### src/rtl/mem_write_checker.sv
// Snoops the data-memory write port and matches each write against a table of
// expected (address, data) entries; reports pass, or fail on timeout / ordered mismatch.

module mem_write_checker_entry #(
  parameter int AW = 32,
  parameter int DW = 32
) (
  input  logic [AW-1:0] i_dataadr,
  input  logic [DW-1:0] i_writedata,
  input  logic [AW-1:0] i_exp_addr,
  input  logic [DW-1:0] i_exp_data,
  output logic          o_addr_eq,
  output logic          o_data_eq
);
  assign o_addr_eq = (i_dataadr == i_exp_addr);
  assign o_data_eq = (i_writedata == i_exp_data);
endmodule

### config.mk
export PLATFORM = sky130hd
export DESIGN_NAME = mem_write_checker_entry
export DESIGN_NICKNAME = d
export VERILOG_FILES = /design/src/rtl/mem_write_checker.sv
export SDC_FILE = /design/constraint.sdc
export NUM_CORES = 1
export LEC_CHECK = 0
export ABC_CLOCK_PERIOD_IN_PS = 1090
export BUFFER_PORTS_ARGS = -buffer_cell sky130_fd_sc_hd__buf_2
export CELL_PAD_IN_SITES_DETAIL_PLACEMENT = 0
export CELL_PAD_IN_SITES_GLOBAL_PLACEMENT = 1
export CORE_ASPECT_RATIO = 0.9
export CORE_MARGIN = 2
export CORE_UTILIZATION = 16
export DETAILED_ROUTE_END_ITERATION = 6
export PLACE_DENSITY = 0.87
export SYNTH_ARGS = -nofsm -noshare
export SYNTH_HDL_FRONTEND = slang
export SYNTH_SLANG_ARGS = --single-unit
### constraint.sdc
create_clock -name vclk -period 1.09
set_input_delay 0.0545 -clock vclk [all_inputs]
set_output_delay 0.0545 -clock vclk [all_outputs]
set_load 0.01 [all_outputs]
After elaboration in Yosys (flattened, before gate mapping). Cells that the tools add are included.

Equal/unequal tests: 2.

Operators with widths (count): $eq 32x32->1 (2).

Bits in registers: 0. Word-level logic and storage cells: 2.

Logic depth before layout (Yosys ltp).
Depth after elaboration: 1. Gate-level depth with buffers: 4. Mapped depth without buffers: 4.

Worst setup path before layout. No wires, ideal clock.

Kind: input-to-output. Start: in i_exp_addr[31]. End: out o_addr_eq. Stages: 4. Buffers on the path: 0. Arrival: 749 ps. Data required time: 1036 ps. Path slack: 287 ps. Cell sequence: xor2_1 -> nor4_1 -> nand4_1 -> nor2_1.

Word-level cells in the longest chain between the ends: 1.

RTL lines: from (decl) (line 10) `input logic [AW-1:0] i_exp_addr,`; $eq 32x32->1 (line 15) `assign o_addr_eq = (i_dataadr == i_exp_addr);`; to (decl) (line 12) `output logic o_addr_eq,`.

No other way between the ends.

Worst setup path in the final report.
Start: in i_exp_data[6]. End: out o_data_eq.

Word-level cells in the longest chain between the ends: 1.

RTL lines: from (decl) (line 11) `input logic [DW-1:0] i_exp_data,`; $eq 32x32->1 (line 16) `assign o_data_eq = (i_writedata == i_exp_data);`; to (decl) (line 13) `output logic o_data_eq`.

No other way between the ends.

==> impl_metrics.env <==
export IMPL_status="finished, final reports clean"
export IMPL_final_hold_viol_count=0
export IMPL_dp_final_hpwl_mm=2.33
export IMPL_grt_max_degree=2
export IMPL_drv_slew=0
export IMPL_port_buffers=130
export IMPL_seq_cells=0
export IMPL_start_util=0.168
export IMPL_syn_inst=86
export IMPL_hold_path_class="input port to output pin"
export IMPL_tns_ns=0
export IMPL_vias=1018
export IMPL_dieHeight_microns=66.4
export IMPL_finalCritPeriodShare=0.965
export IMPL_wire_per_inst_microns=9.56
export IMPL_num_clock_buffers=0
export IMPL_crit_path_end_kind="output pin"
export IMPL_syn_cell_area_sq_um=693
export IMPL_required_ns=1.04
export IMPL_die_x_microns=73.4
export IMPL_syn_nets=214
export IMPL_fmax_mhz=951
export IMPL_postPlaceCellArea_sq_um=1400
export IMPL_num_rows=22
export IMPL_fin_cells=264
export IMPL_area_growth_synth_to_final_pct=117
export IMPL_cts_setup_buffers=0
export IMPL_worst_path_max_fanout=1
export IMPL_maxCapViolCount=0
export IMPL_ant_nets=0
export IMPL_core_area_sq_um=4130
export IMPL_drive_gt1_frac=0.639
export IMPL_viasPerCell=3.86
export IMPL_leakagePower_nw=0.818
export IMPL_slew_headroom=0.823
export IMPL_grt_antenna_before_repair=0
export IMPL_synth_seq_area_share=0
export IMPL_vdd_drop_max_uv=118
export IMPL_grt_usage=0.0811
export IMPL_firstDrtPassIters=4
export IMPL_diodes=0
export IMPL_seq_area_sq_um=0
export IMPL_routed_wl_mm=2.52
export IMPL_layout_nets=346
export IMPL_drtIter0Drc=10
export IMPL_rsz0062_at_grt="true"
export IMPL_drc=0
export IMPL_io_pins=130
export IMPL_critical_path_arrival_ns=1.00
export IMPL_place_gp_congestion=0.735
export IMPL_overflow=0
export IMPL_p_per_area_nw_per_um2=321
export IMPL_tightest_slew_ns=0.262
export IMPL_finalCriticalPeriod_ns=1.05
export IMPL_grt_pass1_wl_mm=3.32
export IMPL_finalSetupViolations=0
export IMPL_die_area_sq_um=4880
export IMPL_cp_start_kind="input port"
export IMPL_syn_mean_instance_area_sq_um=8.06
export IMPL_stdcell_area_sq_um=1500
export IMPL_grt_pass1_vias=875
export IMPL_path_class="input port to output pin"
export IMPL_n_fill_cell=448
export IMPL_yosysWarningCount=0
export IMPL_ys_types=4
export IMPL_dp_cells=264
-- power by group --
part           switching (W)  internal [W]
combinational       0.000190      0.000292
clock                      0             0
sequential                 0             0
-- metal layers --
metal / up-vias / part of all wire / global-route usage
met1: 428 / 0.36 / 0.0968
met2: 35 / 0.59 / 0.167
met3: 0 / 0.051 / 0.00305
met5: - / 0 / 0
li1: 555 / - / -
met4: 0 / 0 / 0
-- kinds of logic (layout without fill, tap and decap cells) --
logic type / after synthesis / in the layout / share of synthesized area
xor+xnor: 64 / 64 / 0.809
simple gates: 22 / 22 / 0.191
buf+inv: 0 / 130 / 0
-- worst paths after layout --
kind / end / slack [ns] / cells past startpoint / start
setup / recovery: o_data_eq / 0.04 / 6 / i_exp_data[6]
hold / removal: o_data_eq / 0.62 / 6 / i_exp_data[9]
-- Yosys cell counts, drive strengths merged --
master | number | share of area
nand4 | 4 | 0.036
nor4 | 16 | 0.14
xor2 | 64 | 0.81
nor2 | 2 | 0.011
-- critical path, stage by stage --
cell and delay, ns:
buf_2 0.10, xor2_1 0.15, nor4_1 0.30, nand4_1 0.16, nor2_1 0.10, buf_2 0.14
-- cell type report --
| cell class | count | area (sq um) | area share |
|---|---|---|---|
| well taps | 48 | 60.1 | 0.0400 |
| multi-input cells | 86 | 747 | 0.497 |
| repair buffers | 130 | 694 | 0.463 |
-- timing repair --
item,CTS,global route
pin swaps,0,15
hold buffers,0,0
resized for setup,1,14
setup endpoints to repair,1,2
endpoints found under the hold margin,0,0
-- cells in the final DEF (no fill, tap or decap), drive strengths merged --
master | netlist | routed
buf | 0 | 130
xor2 | 64 | 64
nor4 | 16 | 16
nand4 | 4 | 4
nor2 | 2 | 2
-- metrics by stage --
stage	util	setup WS (ns)	hold slack (ns)	total power (W)
floorplan	-	0.287	0.380	0.000166
global placement	0.340	-0.0341	0.614	0.000437
global route	0.364	-0.0542	0.658	0.000530
detailed placement	0.340	-0.0241	0.611	0.000443
CTS	0.342	0.0174	0.618	0.000449
finish	0.364	0.0383	0.618	0.000482
Note: power is estimated with default switching activity, not from simulation.
